<file path="src/rtl/word16_pkg.sv">
// rtl/word16_pkg.sv - shared types and helpers for the byte-to-word16 write path
// Purpose: default word entry layout, full byte-enable constant and the
//          byte-lane helper used to place a byte inside a 16-bit word.
// Ports:   none (package).
package word16_pkg;

   localparam int         ADDR_W_DEFAULT = 23;
   localparam logic [1:0] BE_FULL        = 2'b11;

   typedef struct packed {
      logic [ADDR_W_DEFAULT-1:0] addr;
      logic [15:0]               data;
      logic [1:0]                be;
   } word_t;

   // Lane 1 is data[15:8] / be[1]; lane 0 is data[7:0] / be[0].
   function automatic logic lane_of(input logic addr_bit0, input logic big_endian);
      return big_endian ? ~addr_bit0 : addr_bit0;
   endfunction

endpackage

</file>
<file path="src/rtl/sync_fifo.sv">
// rtl/sync_fifo.sv - show-ahead synchronous FIFO with count-based flags
// Purpose: generic word buffer; the head entry is visible on head_o whenever
//          empty_o is low. A push while full is accepted only if a pop
//          happens on the same edge.
// Ports:   clk, reset (sync, active-high); push_i/push_data_i write side;
//          pop_i read side; head_o, empty_o, full_o status.
module sync_fifo #(
   parameter type T     = logic [7:0],
   parameter int  DEPTH = 8
) (
   input  logic clk,
   input  logic reset,
   input  logic push_i,
   input  T     push_data_i,
   input  logic pop_i,
   output T     head_o,
   output logic empty_o,
   output logic full_o
);

   localparam int PTR_W = (DEPTH > 1) ? $clog2(DEPTH) : 1;
   localparam int CNT_W = $clog2(DEPTH + 1);

   T                 mem_q [DEPTH];
   logic [PTR_W-1:0] wr_ptr_q;
   logic [PTR_W-1:0] rd_ptr_q;
   logic [CNT_W-1:0] count_q;
   logic             do_push;
   logic             do_pop;

   assign empty_o = (count_q == '0);
   assign full_o  = (count_q == CNT_W'(DEPTH));
   assign do_pop  = pop_i && !empty_o;
   assign do_push = push_i && (!full_o || do_pop);
   assign head_o  = mem_q[rd_ptr_q];

   // DEPTH is a power of two, so the pointers wrap naturally.
   always_ff @(posedge clk) begin
      if (reset) begin
         wr_ptr_q <= '0;
         rd_ptr_q <= '0;
         count_q  <= '0;
      end else begin
         if (do_push) wr_ptr_q <= wr_ptr_q + PTR_W'(1);
         if (do_pop)  rd_ptr_q <= rd_ptr_q + PTR_W'(1);
         count_q <= count_q + CNT_W'(do_push) - CNT_W'(do_pop);
      end
   end

   always_ff @(posedge clk) begin
      if (do_push) mem_q[wr_ptr_q] <= push_data_i;
   end

endmodule

</file>
<file path="src/rtl/bytes_to_word16_writer.sv">
// rtl/bytes_to_word16_writer.sv - coalesce byte writes into 16-bit words for a RAM controller
// Purpose: pairs adjacent byte writes into words with byte enables, buffers
//          them and drains them over a valid/ready handshake.
// Ports:   clk, reset (sync, active-high);
//          byte_address/byte_wr_data/byte_wr byte write input, flush;
//          mem_addr/mem_data/mem_be/mem_req with mem_ack word output;
//          busy (work outstanding), overflow (sticky word drop).
module bytes_to_word16_writer
   import word16_pkg::*;
#(
   parameter int ADDR_W       = ADDR_W_DEFAULT,
   parameter int FIFO_DEPTH   = 8,
   parameter int IDLE_TIMEOUT = 15,
   parameter bit BIG_ENDIAN   = 1'b1
) (
   input  logic              clk,
   input  logic              reset,
   input  logic [31:0]       byte_address,
   input  logic [7:0]        byte_wr_data,
   input  logic              byte_wr,
   input  logic              flush,
   output logic [ADDR_W-1:0] mem_addr,
   output logic [15:0]       mem_data,
   output logic [1:0]        mem_be,
   output logic              mem_req,
   input  logic              mem_ack,
   output logic              busy,
   output logic              overflow
);

   typedef struct packed {
      logic [ADDR_W-1:0] addr;
      logic [15:0]       data;
      logic [1:0]        be;
   } entry_t;

   localparam int CNT_W = (IDLE_TIMEOUT < 2) ? 1 : $clog2(IDLE_TIMEOUT + 1);

   logic              pend_valid_q, pend_valid_d;
   entry_t            pend_q, pend_d;
   logic [CNT_W-1:0]  idle_cnt_q, idle_cnt_d;
   logic              overflow_q, overflow_d;

   logic              push;
   entry_t            push_word;
   logic              pop;
   logic              fifo_empty;
   logic              fifo_full;
   entry_t            head;

   logic [ADDR_W-1:0] wr_addr;
   logic              wr_lane;
   entry_t            wr_entry;
   logic              timeout_hit;

   assign wr_addr  = byte_address[ADDR_W:1];
   assign wr_lane  = lane_of(byte_address[0], BIG_ENDIAN);
   // The unused lane is kept at zero so a later merge can simply OR.
   assign wr_entry = '{addr: wr_addr,
                       data: wr_lane ? {byte_wr_data, 8'h00} : {8'h00, byte_wr_data},
                       be:   wr_lane ? 2'b10 : 2'b01};

   // Fires on the edge that completes IDLE_TIMEOUT idle cycles since the last write.
   assign timeout_hit = (IDLE_TIMEOUT != 0) && pend_valid_q &&
                        (idle_cnt_q == CNT_W'(IDLE_TIMEOUT - 1));

   assign pop = !fifo_empty && mem_ack;

   always_comb begin
      pend_valid_d = pend_valid_q;
      pend_d       = pend_q;
      push         = 1'b0;
      push_word    = pend_q;
      if (byte_wr) begin
         if (!pend_valid_q) begin
            pend_valid_d = 1'b1;
            pend_d       = wr_entry;
         end else if ((pend_q.addr == wr_addr) && !pend_q.be[wr_lane]) begin
            pend_d.data = pend_q.data | wr_entry.data;
            pend_d.be   = pend_q.be | wr_entry.be;
            if (pend_d.be == BE_FULL) begin
               push         = 1'b1;
               push_word    = pend_d;
               pend_valid_d = 1'b0;
            end
         end else begin
            // Address break or lane collision: retire the old word, start a new one.
            push   = 1'b1;
            pend_d = wr_entry;
         end
      end else if (pend_valid_q && (flush || timeout_hit)) begin
         push         = 1'b1;
         pend_valid_d = 1'b0;
      end
      idle_cnt_d = (byte_wr || !pend_valid_d) ? '0 : idle_cnt_q + CNT_W'(1);
      overflow_d = overflow_q | (push && fifo_full && !pop);
   end

   always_ff @(posedge clk) begin
      if (reset) begin
         pend_valid_q <= 1'b0;
         pend_q       <= '0;
         idle_cnt_q   <= '0;
         overflow_q   <= 1'b0;
      end else begin
         pend_valid_q <= pend_valid_d;
         pend_q       <= pend_d;
         idle_cnt_q   <= idle_cnt_d;
         overflow_q   <= overflow_d;
      end
   end

   sync_fifo #(
      .T     (entry_t),
      .DEPTH (FIFO_DEPTH)
   ) u_fifo (
      .clk         (clk),
      .reset       (reset),
      .push_i      (push),
      .push_data_i (push_word),
      .pop_i       (pop),
      .head_o      (head),
      .empty_o     (fifo_empty),
      .full_o      (fifo_full)
   );

   // Outputs read zero while nothing is queued, so stale storage never shows.
   assign mem_req  = !fifo_empty;
   assign mem_addr = fifo_empty ? '0 : head.addr;
   assign mem_data = fifo_empty ? '0 : head.data;
   assign mem_be   = fifo_empty ? '0 : head.be;
   assign busy     = pend_valid_q || !fifo_empty;
   assign overflow = overflow_q;

   generate
      if (ADDR_W < 31) begin : g_high_bits
         logic unused_high_addr;
         assign unused_high_addr = ^byte_address[31:ADDR_W+1];
      end
   endgenerate

endmodule
</file>
<file path="config.mk">
export PLATFORM = sky130hd
export DESIGN_NAME = bytes_to_word16_writer
export DESIGN_NICKNAME = d
export VERILOG_FILES = /design/src/rtl/word16_pkg.sv /design/src/rtl/sync_fifo.sv /design/src/rtl/bytes_to_word16_writer.sv
export SDC_FILE = /design/constraint.sdc
export NUM_CORES = 1
export LEC_CHECK = 0
export CAP_MARGIN = 25
export CORE_MARGIN = 1.5
export CORE_UTILIZATION = 45
export CTS_CLUSTER_DIAMETER = 200
export DETAILED_ROUTE_END_ITERATION = 16
export GPL_ROUTABILITY_DRIVEN = 0
export GPL_TIMING_DRIVEN = 0
export SKIP_CTS_REPAIR_TIMING = 1
export SYNTH_ARGS = -nofsm -noshare
export SYNTH_HDL_FRONTEND = slang
export SYNTH_HIERARCHICAL = 1
export SYNTH_SLANG_ARGS = --single-unit
</file>
<file path="constraint.sdc">
create_clock -name clk -period 12.4 [get_ports clk]
set_clock_uncertainty 0.2 [all_clocks]
set_input_delay 1.24 -clock clk [delete_from_list [all_inputs] [get_ports clk]]
set_output_delay 1.24 -clock clk [all_outputs]
set_load 0.1 [all_outputs]
</file>
# ---- Yosys cells after proc, flatten, opt, wreduce, memory -nomap -nowiden
# Memories as Yosys holds them, arrays and structs flattened. A register that Yosys moved wholly into a read port is not among the register bits.
# Index checks and enable logic that the tools add are counted.
dict set report op_classes {
  n_addsub 5
  magnitude_cmp 1
  n_eq_ne 5
  mux 28
  bitwise_logic 4
  reduce_logical 20
}
# operator count
set op_table {}
lappend op_table {{two-way mux 18 bit} 5}
lappend op_table {{two-way mux 23 bit} 2}
lappend op_table {{two-way mux 41 bit} 1}
lappend op_table {{two-way mux 16 bit} 2}
lappend op_table {{== test 23 bit} 1}
lappend op_table {{bitwise OR 16 bit} 1}
lappend op_table {{two-way mux 1 bit} 14}
lappend op_table {{== test 4 bit, second input constant} 2}
lappend op_table {{logical AND 1 bit} 8}
lappend op_table {{adder 3 x 1 -> 3 bit, second input constant} 2}
lappend op_table {{two-way mux 3 bit} 2}
lappend op_table {{logical NOT 1 bit} 5}
lappend op_table {{adder 4 x 1 -> 4 bit} 1}
lappend op_table {{adder 4 x 1 -> 4 bit, second input constant} 1}
lappend op_table {{logical NOT 4 bit} 1}
lappend op_table {{logical OR 1 bit} 4}
lappend op_table {{two-way mux 2 bit} 2}
lappend op_table {{subtractor 4 x 1 -> 4 bit} 1}
lappend op_table {{== test 2 bit, second input constant} 1}
lappend op_table {{less-than comparator 1 x 2 -> 1 bit, second input constant} 1}
lappend op_table {{!= test 2 bit, second input constant} 1}
lappend op_table {{bitwise OR 2 bit} 1}
lappend op_table {{AND reduction 2 bit} 1}
lappend op_table {{OR reduction 2 bit} 1}
lappend op_table {{other kinds (2)} 2}
dict set report totals {
  ff_bits 57
  mem_bits_rw 328
  input_bits 45
  output_inout_bits 44
  word_cells 73
  n_memories 1
}
# memory words word_bits rd rd_ports_with_merged_regs wr line_no
set memory_table {}
lappend memory_table {u_fifo.mem_q 8 41 1 1 1 sync_fifo.sv:24} ;# T mem_q [DEPTH];

# ---- Longest topological paths before layout
# Gate-level depths: netlist of the first run.
dict set report depth {
  ltp_word 11
  depth_mapped 13
}

# ---- Cells and area by module
# Netlist of the first run, hierarchy kept.
# module instances cells_each area_each_um2 seq_area_each_um2
set modules_own_cells {}
lappend modules_own_cells {sync_fifo 1 567 13101.3 10109.7}
lappend modules_own_cells {bytes_to_word16_writer 1 277 2580.0 940.9}

# ---- Worst setup path after synthesis of the first run
# No wires, ideal clock.
dict set report synth_path {
  path_type {input -> register}
  startpoint {input byte_address[2]}
  endpoint {memory u_fifo/mem_q[0][0] in the netlist's numbering, enable pin}
  setup_ns 0.541
  arrival_ns 6.459
  setup_slack_ns 5.200
  stages 8
  n_path_buf 1
  path_cell_list {xor2_1 nor4_4 nand3_1 nor3_1 nor3_1 clkbuf_1 nand2_1 nor4_1}
}
dict set report synth_via {
  elab_chain_cells 8
}
# item line_no
set synth_rtl {}
lappend synth_rtl {{start: declaration} bytes_to_word16_writer.sv:18} ;# input logic [31:0] byte_address,
lappend synth_rtl {{== test 23 bit} bytes_to_word16_writer.sv:78} ;# end else if ((pend_q.addr == wr_addr) && !pend_q.be[wr_lane]) begin
lappend synth_rtl {{logical AND 1 bit} bytes_to_word16_writer.sv:78}
lappend synth_rtl {{two-way mux 1 bit} bytes_to_word16_writer.sv:78}
lappend synth_rtl {{two-way mux 1 bit} bytes_to_word16_writer.sv:75} ;# if (!pend_valid_q) begin
lappend synth_rtl {{two-way mux 1 bit} bytes_to_word16_writer.sv:74} ;# if (byte_wr) begin
lappend synth_rtl {{via push} bytes_to_word16_writer.sv:44} ;# logic push;
lappend synth_rtl {{logical AND 1 bit} sync_fifo.sv:34} ;# assign do_push = push_i && (!full_o || do_pop);
lappend synth_rtl {{two-way mux 1 bit} sync_fifo.sv:51} ;# if (do_push) mem_q[wr_ptr_q] <= push_data_i;
lappend synth_rtl {{two-way mux 1 bit (not written as such)} sync_fifo.sv:51}
lappend synth_rtl {{end: declaration} sync_fifo.sv:24}
# The timed path passes the listed nets, and every way through them passes these cells.

==> results.yml, run 1 <==
run_status:
  outcome: "complete, no violations"
timing:
  rsz0062_at_grt: "false"
  period_share_pct: 42.1
  relSlewSlack_pct: 33.9
  tightest_slew_ns: 0.988
  fmax_mhz: 191
  drv_slew: 0
  worst_hold_slack_ns: 0.273
  min_period_ns: 5.22
  finalHoldViolCount: 0
  setup_viol: 0
  setup_ws_ns: 7.18
  finalSetupTns_ns: 0
finish:
  final_common_cell: "edfxtp_1"
  diodes: 0
  layout.nets: 1061
  layout_common_cells: "328 x edfxtp_1, 82 x mux4_2, 80 x clkdlybuf4s50_1"
  final_core_util_pct: 55.1
  syn2layout_area_growth_pct: 21.1
  drive_gt1_share_pct: 26.5
  fin_area_sq_um: 19000
synthesis:
  async_flop_share_pct: 0
  ys.flop_type: "edfxtp_1"
  synth_edf_count: 328
  synth_cell_types: 53
  synth_seq_area_share_pct: 70.5
  synth_fp_nets: 899
  synthCells: 844
  synth_area_sq_um: 15700
  ys_seq_elements: 388
  syn_area_per_cell_sq_um: 18.6
  yosysWarnings: 6
worst_setup_path:
  r2r-end: "u_fifo/mem_q[0][31]"
  cp.arrival_ns: 3.78
  required_ns: 10.96
  rr_worst_depth: 12
  startpoint_type: "flop"
  path_class: "reg -> out"
  r2r-start: "pend_q[25]"
  ff2ff_setup_slack_ns: 7.95
  end_kind: "primary output"
  path_max_fanout: 10
placed_design:
  place_hpwl_mm: 22.9
  portBuffers: 80
  pre_cts_ws_ns: 6.74
  place_area_sq_um: 17600
clocking:
  clock_latency_ns: 0.53
  clk_pin_slew_ns: 0.06
  clock_sinks: 388
  clk_path_buf_depth: 3
  tritoncts: "yes"
  cts_made_buffers: 41
  h-tree-depth: 2
  cts_root_buffer: "clkbuf_16"
die:
  fp.coreArea_sq_um: 34500
  die-area_sq_um: 36000
  die_x_um: 190
  row_count: 68
  dieHeight_um: 190
  ios: 89
  initial_core_util_pct: 45.5
power:
  p_int_mw: 2.66
  power_frac_clock_pct: 31.4
  p_sw_share_pct: 35.5
  p_per_area_nw_per_um2: 217
  vdd_ir_drop_max_mv: 0.162
  switchingPower_mw: 1.46
  leakage_nw: 6.34
  seq_power_share_pct: 36.5
  pwr-share-comb_pct: 32.0
min_path:
  min_to: "idle_cnt_q[0]"
  hold_start: "idle_cnt_q[0]"
  whs_path_depth: 1
  hp-class: "reg -> reg"
drt:
  totalWireLength_mm: 34.9
  vias: 8235
  drtIter0Drc: 765
  drtAntennaViolNets: 0
  wire_per_inst_um: 23.4
  drc: 0
  drtPass1Iterations: 5
  viasPerCell: 5.52
global_route:
  grt_max_degree: 20
  antenna_found_initial: 0
  grt_pass1_wl_mm: 52.7
  overflow: 0
  grtUsageTotal_pct: 19.9
  first_global_vias: 8312
job:
  drv_cap: 0
[cells in the mapped netlist (all sizes together), types with 2 or more instances]
master | count | area [sq um]
ha | 9 | 113
nor3b | 4 | 30.0
or4b | 2 | 20.0
mux2 | 45 | 510
nand2b | 2 | 12.5
mux2i | 25 | 250
nor2b | 47 | 294
edfxtp | 328 | 9850
inv | 12 | 45.0
or2 | 2 | 12.5
nor2 | 11 | 41.3
xor2 | 25 | 219
nand4 | 3 | 25.0
a21oi | 5 | 25.0
a32o | 16 | 160
and3 | 2 | 12.5
mux4 | 82 | 1850
nor4 | 9 | 105
a31o | 19 | 166
clkbuf | 23 | 87.6
o21ai | 2 | 10.0
nor3 | 6 | 30.0
dfxtp | 60 | 1200
nand2 | 58 | 220
buf | 24 | 204
nand3 | 7 | 35.0
[per-layer routing]
| metal | routed length [um] | part of all wire, % | vias to the layer above | GRT usage [%] |
|---|---|---|---|---|
| met5 | 0 | 0 | - | 0 |
| met4 | 568 | 1.6 | 0 | 5.01 |
| met3 | 1290 | 3.7 | 44 | 2.62 |
| met2 | 17300 | 50 | 178 | 32.9 |
| met1 | 15700 | 45 | 4328 | 28.1 |
| li1 | - | - | 3685 | - |
[worst max-delay path: stages (launching register included)]
cell	delay, ns
dfxtp_1	0.30
clkbuf_2	0.24
buf_1	0.70
mux4_2	0.36
mux2_2	0.14
nor2b_1	0.31
clkdlybuf4s50_1	1.21
[through the flow]
step           power [mW]  std cells
3_3_place_gp         2.85       1379
5_1_grt              4.26       1493
4_1_cts              4.16       1493
2_1_floorplan        2.52        844
6_report             4.12       1493
3_5_place_dp         2.87       1418
[state kept, by name, indices dropped and copies added, names as in the netlist, named ones only]
register and cells:
u_fifo/mem_q 328, pend_q 41, idle_cnt_q 4, u_fifo/count_q 4, u_fifo/rd_ptr_q 3, u_fifo/wr_ptr_q 3, overflow 1, pend_valid_q 1
[worst max path at each step]
stage                                from                   to  slack [ns]  depth (start not counted)
after global placement    byte_address[8]  u_fifo/mem_q[0][32]       -0.48                          9
final                                flop          mem_addr[0]        7.18                          6
after floorplan           byte_address[2]   u_fifo/mem_q[0][0]        5.20                          8
after detailed placement  byte_address[8]  u_fifo/mem_q[0][32]        6.74                         13
after global routing      byte_address[8]  u_fifo/mem_q[0][31]        6.96                         13
after CTS                            flop          mem_addr[0]        7.15                          6
[logic make-up (layout without fill, tap and decap cells)]
logic type | Yosys count | count (layout) | share of synthesized area, %
buffers and inverters | 60 | 254 | 2.17
muxes | 152 | 152 | 16.6
AOI/OAI and AO/OA | 50 | 50 | 2.82
and+or+nand+nor | 158 | 158 | 5.61
adders and majority gates | 10 | 10 | 0.846
xor gates and xnor gates | 26 | 26 | 1.45
DFF | 388 | 388 | 70.5
[power groups by stage]
stage	clock network [mW]	registers, mW	logic (mW)
after floorplan	0	1.53	0.987
after global placement	0	1.54	1.31
after detailed placement	0	1.53	1.33
after CTS	1.32	1.51	1.34
after global routing	1.37	1.51	1.38
final	1.29	1.51	1.32
[cell type report]
type / count / area, sq um
timing repair buffer: 119 / 1260
fill: 2662 / 15500
buffer: 47 / 292
sequential: 388 / 11100
tap: 455 / 569
clock buffer: 56 / 1120
clock inverter: 19 / 308
inverter: 13 / 48.8
multi-input combinational: 396 / 4340
No activity file was read; power rests on OpenSTA's default activity.
==> run 2, diff against run 1 <==
PLACE_DENSITY = 0.65   (was not set)
clock period = 4.8 ns   (was 12.4 ns; I/O delays follow)
==> results.yml, run 2 (synthesized netlist as in run 1, its figures left out) <==
timing:
  worst_hold_slack_ns: 0.262
  min_period_ns: 4.45
  setup_viol: 0
  drv_slew: 0
  finalHoldViolCount: 0
  relSlewSlack_pct: 34.0
  tightest_slew_ns: 0.987
  finalSetupTns_ns: 0
  fmax_mhz: 225
  period_share_pct: 92.7
  rsz0062_at_grt: "false"
power:
  vdd_ir_drop_max_mv: 0.539
  leakage_nw: 6.31
  p_per_area_nw_per_um2: 553
die:
  die_x_um: 190
  fp.coreArea_sq_um: 34500
  row_count: 68
  die-area_sq_um: 36000
  ios: 89
  dieHeight_um: 190
  initial_core_util_pct: 45.5
drt:
  viasPerCell: 5.51
  drc: 0
  vias: 8209
  totalWireLength_mm: 34.2
  drtIter0Drc: 648
  drtPass1Iterations: 5
  drtAntennaViolNets: 0
  wire_per_inst_um: 23.0
clocking:
  clk_path_buf_depth: 3
  cts_made_buffers: 40
  clock_sinks: 388
  cts_root_buffer: "clkbuf_16"
  tritoncts: "yes"
  clock_latency_ns: 0.53
  clk_pin_slew_ns: 0.06
  h-tree-depth: 2
placed_design:
  place_hpwl_mm: 22.7
  portBuffers: 80
min_path:
  hp-class: "reg -> reg"
finish:
  layout_common_cells: "328 x edfxtp_1, 82 x mux4_2, 80 x clkdlybuf4s50_1"
  layout.nets: 1057
  largest_register: "u_fifo/mem_q"
  final_common_cell: "edfxtp_1"
  reg_top3: "u_fifo/mem_q: 328 flops, pend_q: 41 flops"
  syn2layout_area_growth_pct: 20.8
  drive_gt1_share_pct: 26.7
  largest_register_ffs: 328
  diodes: 0
worst_setup_path:
  required_ns: 4.84
  path_class: "reg -> reg"
  startpoint_type: "flop"
  cp.arrival_ns: 4.49
  end_kind: "flop"
  path_max_fanout: 10
global_route:
  grtUsageTotal_pct: 19.6
  overflow: 0
  grt_max_degree: 23
  first_global_vias: 8366
  antenna_found_initial: 0
  grt_pass1_wl_mm: 51.8
job:
  drv_cap: 0
run_status:
  outcome: "complete, no violations"
## run 2: layer usage
metal  wire length, um  global-route usage [%]  vias up
met5                 0                       0        -
met4               881                    6.04        0
met3              1560                    2.56       56
met2             17000                    33.1      227
met1             14700                    26.8     4242
li1                  -                       -     3684
## run 2: worst paths after layout
check / from / end / slack, ns / depth (start not counted)
max: pend_q[27] / u_fifo/mem_q[0][3] / 0.35 / 12
min: idle_cnt_q[0] / idle_cnt_q[0] / 0.26 / 1
max reg2reg: pend_q[27] / u_fifo/mem_q[0][3] / 0.35 / 12
min reg2reg: idle_cnt_q[0] / idle_cnt_q[0] / 0.26 / 1
## run 2: area by class of cell
class	count	area (sq um)
Clock buffer	51	1120
Inverter	13	48.8
Sequential cell	388	11100
Multi-Input combinational cell	396	4360
Tap cell	455	569
Buffer	47	292
Fill cell	2628	15500
Clock inverter	23	251
Timing Repair Buffer	116	1260
## run 2: critical path, cell delays in order, from the launching register on
cell	delay (ns)
dfxtp_1	0.55
xor2_1	0.34
nor4_4	0.09
nand3_1	0.17
nor3_1	0.08
nor3_1	0.62
clkbuf_1	0.43
nand2_1	0.17
nor4_2	0.68
buf_4	0.33
buf_6	0.16
buf_4	0.18
buf_6	0.15
## run 2: per-stage QoR
step | worst slack, ns | instances | total power [mW] | utilization, % | cell area (sq um)
after floorplan | -1.64 | 844 | 6.50 | - | 15700
after global placement | -7.45 | 1379 | 7.33 | 49.5 | 17100
after detailed placement | -0.0700 | 1415 | 7.40 | 51.0 | 17600
after CTS | 0.361 | 1489 | 10.6 | 55.0 | 19000
after global routing | 0.0814 | 1489 | 10.8 | 55.0 | 19000
final | 0.349 | 1489 | 10.5 | 55.0 | 19000
## run 2: report_power, final
group / internal, mW / total (mW) / switching (mW) / leakage (nW)
clock: 1.93 / 3.18 / 1.25 / 0.673
sequential: 3.81 / 3.89 / 0.0813 / 3.52
combinational: 0.987 / 3.40 / 2.42 / 2.11
